===== src/rtl/noc_host_ctrl.sv =====
// Host-side task controller for a NoC node: handshake, start, completion, timeout.
// Define NOC_HOST_SYNC_EN to add two-flop synchronizers on the node inputs.
module noc_host_ctrl #(
  parameter int TMO_W = 10
) (
  input  logic       clk,
  input  logic       rst,
  input  logic       cmd_valid,
  output logic       cmd_ready,
  input  logic [5:0] cmd_dst_seq,
  input  logic [1:0] cmd_send_flag,
  input  logic [1:0] cmd_recv_flag,
  input  logic       flush,
  output logic [5:0] si_dst_seq,
  output logic [1:0] send_finish_flag,
  output logic [1:0] receive_finish_flag,
  output logic       start_in,
  input  logic       start_out,
  input  logic       task_send_finish_lc,
  input  logic       task_receive_finish_lc,
  output logic       done_valid,
  output logic [1:0] done_status,
  output logic [7:0] task_count
);

  typedef enum logic [2:0] {
    IDLE, SETUP, START, WAIT_FIN, DONE
  } state_t;

  localparam logic [1:0] ST_OK    = 2'b00;
  localparam logic [1:0] ST_TMO   = 2'b01;
  localparam logic [1:0] ST_FLUSH = 2'b10;

  // Last timer value before the limit: the move to DONE happens as it wraps to limit.
  localparam logic [TMO_W-1:0] TMO_LAST = {{(TMO_W-1){1'b1}}, 1'b0};

  state_t           state;
  logic [TMO_W-1:0] timer;
  logic             snd_sticky;
  logic             rcv_sticky;
  logic             ack;
  logic             snd_fin;
  logic             rcv_fin;

`ifdef NOC_HOST_SYNC_EN
  logic [2:0] sync1;
  logic [2:0] sync2;

  always_ff @(posedge clk) begin
    if (rst) begin
      sync1 <= '0;
      sync2 <= '0;
    end else begin
      sync1 <= {start_out, task_send_finish_lc, task_receive_finish_lc};
      sync2 <= sync1;
    end
  end

  assign {ack, snd_fin, rcv_fin} = sync2;
`else
  assign ack     = start_out;
  assign snd_fin = task_send_finish_lc;
  assign rcv_fin = task_receive_finish_lc;
`endif

  logic snd_seen;
  logic rcv_seen;
  logic tmo_hit;

  assign snd_seen  = snd_sticky | snd_fin;
  assign rcv_seen  = rcv_sticky | rcv_fin;
  assign tmo_hit   = (timer == TMO_LAST);
  assign cmd_ready = (state == IDLE) && !flush;

  always_ff @(posedge clk) begin
    if (rst) begin
      state               <= IDLE;
      timer               <= '0;
      snd_sticky          <= 1'b0;
      rcv_sticky          <= 1'b0;
      start_in            <= 1'b0;
      done_valid          <= 1'b0;
      done_status         <= ST_OK;
      task_count          <= '0;
      si_dst_seq          <= '0;
      send_finish_flag    <= '0;
      receive_finish_flag <= '0;
    end else begin
      done_valid <= 1'b0;
      unique case (state)
        IDLE: begin
          if (cmd_valid && cmd_ready) begin
            si_dst_seq          <= cmd_dst_seq;
            send_finish_flag    <= cmd_send_flag;
            receive_finish_flag <= cmd_recv_flag;
            timer               <= '0;
            snd_sticky          <= 1'b0;
            rcv_sticky          <= 1'b0;
            state               <= SETUP;
          end
        end
        SETUP: begin
          if (flush) begin
            state       <= DONE;
            done_valid  <= 1'b1;
            done_status <= ST_FLUSH;
          end else begin
            state    <= START;
            start_in <= 1'b1;
          end
        end
        START, WAIT_FIN: begin
          snd_sticky <= snd_seen;
          rcv_sticky <= rcv_seen;
          timer      <= timer + 1'b1;
          if (flush) begin
            state       <= DONE;
            start_in    <= 1'b0;
            done_valid  <= 1'b1;
            done_status <= ST_FLUSH;
          end else if (state == WAIT_FIN && snd_seen && rcv_seen) begin
            state       <= DONE;
            done_valid  <= 1'b1;
            done_status <= ST_OK;
            task_count  <= task_count + 8'd1;
          end else if (tmo_hit) begin
            state       <= DONE;
            start_in    <= 1'b0;
            done_valid  <= 1'b1;
            done_status <= ST_TMO;
          end else if (state == START && ack) begin
            state    <= WAIT_FIN;
            start_in <= 1'b0;
          end
        end
        DONE: begin
          state <= IDLE;
        end
        default: begin
          state    <= IDLE;
          start_in <= 1'b0;
        end
      endcase
    end
  end

endmodule


===== config.mk =====
export PLATFORM = sky130hd
export DESIGN_NAME = noc_host_ctrl
export DESIGN_NICKNAME = d
export VERILOG_FILES = /design/src/rtl/noc_host_ctrl.sv
export SDC_FILE = /design/constraint.sdc
export NUM_CORES = 1
export LEC_CHECK = 0
export ABC_AREA = 1
export CORE_MARGIN = 8
export CORE_UTILIZATION = 50
export CTS_BUF_LIST = sky130_fd_sc_hd__clkbuf_4
export DETAILED_ROUTE_END_ITERATION = 8
export GPL_ROUTABILITY_DRIVEN = 0
export MAX_ROUTING_LAYER = met4
export PLACE_DENSITY = 0.79
export SETUP_SLACK_MARGIN = 0.05
export SLEW_MARGIN = 20
export SYNTH_ARGS = -nofsm -noshare
export SYNTH_HDL_FRONTEND = slang
export SYNTH_SLANG_ARGS = --single-unit

===== constraint.sdc =====
create_clock -name clk -period 1.4 [get_ports clk]
set_input_delay 0.21 -clock clk [delete_from_list [all_inputs] [get_ports clk]]
set_output_delay 0.21 -clock clk [all_outputs]
set_load 0.05 [all_outputs]

After elaboration in Yosys (flattened, before gate mapping)
Cells that the tools add are included.
{"block": "word_totals", "regBits": 37, "in_bits": 17, "output_inout_bits": 23, "elab_cells": 74}
{"block": "classes", "add_sub_neg": 2, "eq_ne": 12, "muxes": 28, "n_bitwise": 4, "n_reduce_logical": 17}
{"cell": "10-bit one-hot mux with 2 select lines", "count": 1}
{"cell": "3-bit two-way mux", "count": 6}
{"cell": "10-bit by 1-bit adder with 10-bit output, second input constant", "count": 1}
{"cell": "10-bit == test, second input constant", "count": 1}
{"cell": "1-bit two-way mux", "count": 10}
{"cell": "10-bit two-way mux", "count": 1}
{"cell": "3-bit one-hot mux with 3 select lines", "count": 1}
{"cell": "8-bit by 1-bit adder with 8-bit output, second input constant", "count": 1}
{"cell": "2-bit two-way mux", "count": 4}
{"cell": "4-bit != test, second input constant", "count": 2}
{"cell": "3-bit by 2-bit == test with 1-bit output, second input constant", "count": 2}
{"cell": "1-bit one-hot mux with 2 select lines", "count": 3}
{"cell": "2-bit AND reduction", "count": 3}
{"cell": "3-bit AND reduction", "count": 2}
{"cell": "1-bit logical AND", "count": 5}
{"cell": "5-bit != test, second input constant", "count": 1}
{"cell": "2-bit != test, second input constant", "count": 2}
{"cell": "2-bit one-hot mux with 2 select lines", "count": 1}
{"cell": "4-bit AND reduction", "count": 1}
{"cell": "2-bit nonzero test", "count": 2}
{"cell": "2-bit OR reduction", "count": 2}
{"cell": "3-bit by 1-bit == test with 1-bit output, second input constant", "count": 1}
{"cell": "3-bit == test, second input constant", "count": 1}
{"cell": "3-bit logical NOT", "count": 1}
{"cell": "6 further kinds", "count": 8}

Longest topological paths before layout
{"block": "logic_depth", "word_depth": 7, "ltp_mapped": 10, "depth_no_buf": 10}

Least setup slack after synthesis
OpenSTA, ideal clock, no wires.
{"block": "synth_path", "path_type": "reg-to-reg", "from": "register task_count[0]", "to": "register task_count[5]", "setup_time_ns": 0.117, "t_arrival_ns": 1.354, "t_required_ns": 1.283, "slack_ns": -0.071, "stages_incl_launch_ff": 8, "n_path_buf": 0, "synth_period_minus_slack_ns": 1.471, "cell_sequence": "dfxtp_1 inv_1 nor2_1 inv_1 nor2_4 nand2_2 o21ai_0 nor2_1"}
{"block": "synth_via", "elab_chain_len": 1}
{"element": "start: declaration", "line_no": "23", "rtl": "output logic [7:0] task_count"}
{"element": "start signal: assignment", "line_no": "125", "rtl": "task_count <= task_count + 8'd1;"}
{"element": "8-bit by 1-bit adder with 8-bit output", "line_no": "125"}
No other way between the ends.
A chain may end at the register's enable or synchronous reset.

Worst setup path in the final report
{"block": "layout_path", "from": "register state[0]", "to": "output cmd_ready"}
{"block": "layout_via", "elab_chain_len": 2}
{"element": "start: declaration", "line_no": "37", "rtl": "state_t state;"}
{"element": "start signal: assignment", "line_no": "77", "rtl": "state <= IDLE;"}
{"element": "start signal: assignment", "line_no": "99", "rtl": "state <= SETUP;"}
{"element": "start signal: assignment", "line_no": "104", "rtl": "state <= DONE;"}
{"element": "3-bit logical NOT", "line_no": "73", "rtl": "assign cmd_ready = (state == IDLE) && !flush;"}
{"element": "1-bit logical AND", "line_no": "73"}
{"element": "end: declaration", "line_no": "9", "rtl": "output logic cmd_ready,"}
No other way between the ends.

==> impl_metrics.prom <==
# TYPE chip_impl_metric gauge
chip_impl_info{name="result_of_the_run",value="finished, violations left"} 1
chip_impl_info{name="violations",value="setup timing"} 1
chip_impl_metric{name="num-nets-final",unit=""} 332
chip_impl_info{name="cts_root_buffer",value="sky130_fd_sc_hd__clkbuf_4"} 1
chip_impl_metric{name="cts.sinks",unit=""} 37
chip_impl_metric{name="num_antenna_cells",unit=""} 0
chip_impl_metric{name="synth_top_area_share",unit="%"} 41.5
chip_impl_metric{name="floorplan.rows",unit=""} 21
chip_impl_metric{name="ctsHtreeMaxLevel",unit=""} 2
chip_impl_metric{name="synthesis.nets",unit=""} 265
chip_impl_metric{name="fin_worst_skew",unit="ps"} 17.2
chip_impl_metric{name="fin_crit_sh",unit="%"} 114
chip_impl_metric{name="avgRoutedWirePerCell",unit="um"} 15.0
chip_impl_metric{name="dp_cells",unit=""} 339
chip_impl_metric{name="antenna_found_initial",unit=""} 0
chip_impl_info{name="cts_tree",value="built"} 1
chip_impl_metric{name="postPlaceCellArea",unit="um2"} 2560
chip_impl_metric{name="synth_cell_types",unit=""} 31
chip_impl_metric{name="power.density",unit="nW/um2"} 1230
chip_impl_metric{name="syn_area_per_cell",unit="um2"} 7.28
chip_impl_metric{name="path_clk_slew",unit="ps"} 130
chip_impl_metric{name="dr_total_vias",unit=""} 1878
chip_impl_metric{name="ir_drop",unit="V"} 0.00153
chip_impl_metric{name="global_route.overflow_total",unit=""} 0
chip_impl_metric{name="worst_slew_slack_as_a_fraction_of_its_limit",unit="%"} 79.8
chip_impl_metric{name="critical_path.n_buffers_inverters",unit=""} 4
chip_impl_metric{name="detail_route.drc_violations",unit=""} 0
chip_impl_metric{name="track_usage",unit="%"} 18.2
chip_impl_metric{name="worstSkewPairLatency",unit="ps"} 370
chip_impl_info{name="synthTopCellsByArea",value="sky130_fd_sc_hd__dfxtp_1 42%, sky130_fd_sc_hd__nand2_1 12%, sky130_fd_sc_hd__a21oi_1 9.3%"} 1
chip_impl_info{name="end_kind",value="output pin"} 1
chip_impl_metric{name="max_cap_violations",unit=""} 0
chip_impl_metric{name="flow.area_growth_from_synthesis",unit="%"} 62.7
chip_impl_metric{name="final_cells",unit=""} 359
chip_impl_metric{name="cp_data_required_time",unit="ps"} 1190
chip_impl_metric{name="dp_hpwl",unit="um"} 3280
chip_impl_info{name="worstHoldPathType",value="primary input to register"} 1
chip_impl_metric{name="netlist_instances",unit=""} 245
chip_impl_metric{name="initialDrtViolationCount",unit=""} 146
chip_impl_metric{name="grt_pass1_vias",unit=""} 1796
chip_impl_metric{name="seqPwrFrac",unit="%"} 35.2
chip_impl_info{name="synth-main-ff-cell",value="sky130_fd_sc_hd__dfxtp_1"} 1
chip_impl_metric{name="effective_utilization_at_floorplan",unit="%"} 52.6
chip_impl_info{name="worst_setup_path_start_kind",value="register"} 1
chip_impl_info{name="grt_setup_unrepaired",value="true"} 1
chip_impl_metric{name="ioPinCount",unit=""} 40
chip_impl_info{name="commonest_non_fill_non_tap_cell_in_the_layout",value="sky130_fd_sc_hd__nand2_1"} 1
chip_impl_metric{name="design.die.area",unit="um2"} 5740
chip_impl_metric{name="place.port_buffers",unit=""} 39
chip_impl_metric{name="layout.cell_area.non_filler",unit="um2"} 2900
chip_impl_metric{name="grt_max_degree",unit=""} 22
chip_impl_info{name="cp_top_family",value="buffers and inverters"} 1
chip_impl_metric{name="floorplan.core_area",unit="um2"} 3390
chip_impl_metric{name="place_worst_setup_slack",unit="ps"} -172
chip_impl_metric{name="synth_seq_area_share",unit="%"} 41.5
chip_impl_metric{name="drt_pass1_iterations",unit=""} 4
chip_impl_info{name="worstPathCellList",value="inv_2 -> nand2_4 -> nor2_4 -> inv_2 -> nor2_4 -> buf_12 -> buf_12"} 1
chip_impl_metric{name="cts-buffers-inserted",unit=""} 5
chip_impl_metric{name="syn_area",unit="um2"} 1780
chip_impl_metric{name="grt_first_pass_wirelength",unit="um"} 7750
chip_impl_metric{name="setup_viol",unit=""} 14
chip_impl_metric{name="cp.arrival",unit="ps"} 1390
chip_impl_info{name="synthDominantAreaCellType",value="sky130_fd_sc_hd__dfxtp_1"} 1
chip_impl_metric{name="synth-async-reset-ratio",unit="%"} 0
chip_impl_metric{name="worst_slew_pin_slew",unit="ps"} 302
chip_impl_metric{name="die_height",unit="um"} 75.7
chip_impl_info{name="worst-setup-path-type",value="register to output pin"} 1
chip_impl_metric{name="clockBufferDepth",unit=""} 2
chip_impl_metric{name="ys_ff_latch",unit=""} 37
chip_impl_metric{name="finalHoldViolations",unit=""} 0
chip_impl_metric{name="vias_per_cell",unit=""} 5.23
chip_impl_metric{name="chipWidth",unit="um"} 75.7
chip_impl_metric{name="switching_power",unit="mW"} 1.32
chip_impl_metric{name="worstPathMaxFanout",unit=""} 2
chip_impl_metric{name="power.internal",unit="mW"} 2.24
chip_impl_metric{name="power_switching_share",unit="%"} 37.1
chip_impl_metric{name="synth-edff-count",unit=""} 0
chip_impl_info{name="layout_common_cells",value="52 x sky130_fd_sc_hd__nand2_1, 29 x sky130_fd_sc_hd__dfxtp_1, 27 x sky130_fd_sc_hd__a21oi_1"} 1
chip_impl_metric{name="clock.fmax",unit="GHz"} 0.624
chip_impl_metric{name="power.clock.fraction",unit="%"} 21.6
chip_impl_metric{name="wirelength",unit="um"} 5400
chip_impl_metric{name="detail-route-antenna-nets",unit=""} 0
chip_impl_metric{name="finalCoreUtilization",unit="%"} 85.6
chip_impl_metric{name="report.final.slew_viol_count",unit=""} 0
chip_impl_metric{name="final.min_clock_period",unit="ps"} 1600
chip_impl_metric{name="ys_warn_count",unit=""} 0
chip_impl_metric{name="leakage",unit="nW"} 1.14
chip_impl_metric{name="drive_above_1_share",unit="%"} 35.8
chip_impl_info{name="crit_slowest_cell",value="sky130_fd_sc_hd__dfxtp_2"} 1
chip_impl_metric{name="timing.final.ws_setup",unit="ps"} -202
chip_impl_metric{name="critical-path-max-stage-delay",unit="ps"} 350
chip_impl_metric{name="power_frac_comb",unit="%"} 43.1
flip-flops by register name, indices dropped and copies added (netlist names):
name and flops:
done_status 2, done_valid 1, rcv_sticky 1, receive_finish_flag 2, send_finish_flag 2, si_dst_seq 6
snd_sticky 1, start_in 1, state 3, task_count 8, timer 10
cells in the mapped netlist, drive strengths merged, types with 2 or more instances:
library cell,count
nand2,62
a21oi,33
clkbuf,3
xnor2,2
o21ai,3
ha,3
nand3,25
inv,27
buf,3
nand4,5
dfxtp,37
xor2,2
nor2,27
nor3,6
worst min-delay path, stage by stage:
cell and delay (ps):
sky130_fd_sc_hd__clkdlybuf4s50_1 400, sky130_fd_sc_hd__nand3_1 80, sky130_fd_sc_hd__a21oi_1 50
final timing paths:
check | startpoint | to | slack (ps) | depth (start not counted)
hold reg to reg | timer[2]$_SDFFE_PP0P_ | timer[2]$_SDFFE_PP0P_ | 490 | 2
setup reg to reg | state[1]$_SDFFE_PP0P_ | task_count[5]$_SDFFE_PP0P_ | -140 | 10
hold / removal | cmd_dst_seq[4] | si_dst_seq[4]$_SDFFE_PP0P_ | 410 | 3
setup / recovery | state[0]$_SDFFE_PP0P_ | cmd_ready | -200 | 7
final cells by class:
class | instances | area, um2
clock buffer | 6 | 45.0
clock inverter | 2 | 33.8
fill | 153 | 487
inverter | 27 | 116
multi-input combinational | 175 | 1040
sequential | 37 | 753
tap | 46 | 57.6
timing repair buffer | 66 | 860
metrics by stage:
step           hold WS, ps  TNS (ps)  power (mW)
6_report               410      -997        3.57
5_1_grt                437     -1860        3.71
4_1_cts                410      -175        3.33
3_5_place_dp           481     -2520        2.48
3_3_place_gp           476     -1680        2.46
2_1_floorplan          357         0        1.95
per-layer routing:
| layer | GRT usage, % | share of wire (%) | vias up |
|---|---|---|---|
| met4 | 5.76 | 1.9 | 0 |
| li1 | - | - | 933 |
| met1 | 19.0 | 41 | 879 |
| met3 | 8.82 | 7.0 | 11 |
| met2 | 29.6 | 50 | 55 |
| met5 | - | 0 | - |
logic make-up after synthesis:
group	share of synthesized area [%]
fa+ha+maj	2.10
simple gates	34.9
buf+inv	7.64
xor+xnor	1.96
compound gates	11.9
flops	41.5
repair_timing:
item	CTS	global route
pin swaps	2	18
setup buffers	5	8
endpoints found under the setup margin	5	30
resized for setup	9	42
hold buffers	0	0
power groups by stage:
stage                     clock network, mW  logic [mW]  registers, mW
final                                 0.773        1.54           1.26
after global placement                    0        1.19           1.26
after CTS                             0.766        1.33           1.24
after floorplan                           0       0.517           1.43
after detailed placement                  0        1.21           1.27
after global routing                  0.811        1.63           1.27
No activity file was read; power rests on OpenSTA's default activity.
==> RTL change (config.mk and constraints unchanged) <==
Encoding of `state_t`: now Gray code (3 bits for 5 states).
--- a/src/rtl/noc_host_ctrl.sv
+++ b/src/rtl/noc_host_ctrl.sv
@@ -26,3 +26,3 @@
   typedef enum logic [2:0] {
-    IDLE, SETUP, START, WAIT_FIN, DONE
+    IDLE = 3'b000, SETUP = 3'b001, START = 3'b011, WAIT_FIN = 3'b010, DONE = 3'b110
   } state_t;
Check against the original RTL: no difference found for any inputs over 10 cycles, from zero or initial values and one cycle with rst high; not proved beyond that.
==> RTL change against the original RTL <==
  * The run still ends with setup timing left
  * Power grew 16%
  * Sequential cell count is the same
  * Routed wire length grew 9.0%
  * Area after synthesis shrank 1.5%
  * Highest routed layer unchanged
  * Cell area grew 0.60%
  * Critical path depth shrank 2
  * Non-clock buffer count grew 3
  * Worst setup slack gained 0.092 ns
  * Core utilization grew 1.2 points
  * Clock power grew 24%
  * Sequential share of layout area is essentially flat
  * First-iteration DRC count grew 57%
  * Cell count shrank 3.3%
  * Maximum frequency grew 6.1%
==> RTL change: results (changes against the original RTL) <==
First-pass GRT wire length -> 7620 µm (was 7750 µm)
VDD IR max -> 0.939 mV (was 1.53 mV)
Endpoints failing setup -> 24 (was 14)
DR WL/cell -> 17.0 µm (was 15.0 µm)
Setup TNS -> -1.13 ns (was -0.997 ns)
Detailed Place HPWL -> 3420 µm (was 3280 µm)
FFs w/ async S/R, synth -> 0 (unchanged)
Status -> complete, but fails checks (unchanged)
Crit path largest cell delay -> 0.36 ns
Synthesized area per cell -> 7.67 µm² (was 7.28 µm²)
Placed cells -> 321 (was 339)
Share of cells above drive strength 1 -> 0.402 (was 0.358)
Syn Nets -> 249 (was 265)
DP Worst Slack -> -0.252 ns (was -0.172 ns)
Met3 WL -> 357 µm (was 380 µm)
CTS Buffer Depth -> 2 (unchanged)
Pin count of the biggest net entering global routing -> 16 (was 22)
Routed length on met2 -> 3170 µm (was 2730 µm)
Worst path slowest cell -> dfxtp_2 (unchanged)
R2R Setup Slk -> -0.08 ns (was -0.14 ns)
Failing checks -> setup timing (unchanged)
Worst Hold Slack -> 0.410 ns (about the same)
Sequential area share after synthesis -> 0.422 (was 0.415)
Metal1 wirelength -> 2290 µm (was 2190 µm)
Met3 GRT Util -> 0.0586 (was 0.0882)
Worst-Skew Late Latency -> 0.37 ns (about the same)
# port buffers -> 39 (unchanged)
Commonest cells in the netlist -> nand2_1, dfxtp_1, nor2_1, a21oi_1, nand3_1 (was nand2_1, dfxtp_1, a21oi_1, inv_1, nand3_1)
H-tree depth -> 2 (unchanged)
Synth Flop Type -> dfxtp_1 (unchanged)
GRT Total Usage -> 0.178 (was 0.182)
Worst slew margin -> 0.741 (was 0.798)
Root Buffer -> clkbuf_4 (unchanged)
CP Data Arrival Time -> 1.30 ns (was 1.39 ns)
Routed WL -> 5880 µm (was 5400 µm)
DR pass1 iterations -> 4 (unchanged)
Initial DRC Count -> 229 (was 146)
Synth unique cells -> 34 (was 31)
Vias per cell -> 5.37 (was 5.23)
P_sw -> 1.55 mW (was 1.32 mW)
Area contributors post-synth -> dfxtp_1, nand2_1, a21oi_1, nor2_1, nand3_1 (was dfxtp_1, nand2_1, a21oi_1, nand3_1, inv_1)
Final Skew -> 0.0151 ns (was 0.0172 ns)
Post-route setup slack -> -0.110 ns (was -0.202 ns)
Reg clk slew, reported paths -> 0.13 ns (about the same)
Hold Crit Class -> in -> reg (unchanged)
Placed cell areas -> 2520 µm² (was 2560 µm²)
Lkg Pwr -> 1.13 nW (was 1.14 nW)
M1 GR Usage -> 0.199 (was 0.190)
GR Util met2 -> 0.296 (about the same)
Vias in the first global route -> 1717 (was 1796)
Worst Path Max Fanout -> 3 (was 2)
## RTL change: changes by cell type after synthesis, moves of 6 or more
cell     unedited run  this run
a21oi_2             0         7
nand2_2             1         9
a21oi_1            33        22
nand2_1            59        47
inv_1              22        16
## RTL change: kinds of logic after synthesis
logic type / count (synthesis) / share of synthesized area
AO/OA/AOI/OAI: 44 / 0.151
adder cells (fa/ha/maj): 3 / 0.0214
flip-flops: 37 / 0.422
AND/OR/NAND/NOR: 115 / 0.315
XOR/XNOR: 3 / 0.0150
buffers and inverters: 27 / 0.0762
## RTL change: power groups by stage
| stage | registers [mW] | logic, mW | clock network, mW |
|---|---|---|---|
| detailed placement | 1.30 | 1.41 | 0 |
| floorplan | 1.48 | 0.634 | 0 |
| CTS | 1.28 | 1.50 | 0.960 |
| global route | 1.30 | 1.99 | 1.00 |
| finish | 1.29 | 1.89 | 0.962 |
| global placement | 1.30 | 1.37 | 0 |
## RTL change: worst paths after layout
check	cells after the start	end	startpoint
worst max-delay path	5	cmd_ready	state[1]
worst max register to register	7	task_count[5]	rcv_sticky
worst min register to register	2	snd_sticky	snd_sticky
worst min-delay path	3	receive_finish_flag[0]	cmd_recv_flag[0]
## RTL change: final cells by class
class / count / area (µm²)
multi-input combinational: 166 / 1010
timing repair buffer: 69 / 882
sequential: 37 / 757
fill: 172 / 443
inverter: 20 / 95.1
clock inverter: 3 / 68.8
tap: 46 / 57.6
clock buffer: 5 / 37.5
timing repair inverter: 1 / 11.3
## RTL change: worst max-delay path: cells and delay by family, from the launching register on
kind	cells	cell delay [ns]
flip-flops	1	0.36
AND/OR/NAND/NOR	3	0.34
buffers and inverters	2	0.23
## RTL change: timing repair
action / CTS / global route
pin swaps: 3 / 6
endpoints found under the setup margin: 5 / 34
setup buffers: 4 / 12
cloned: 0 / 2
resized for setup: 9 / 35
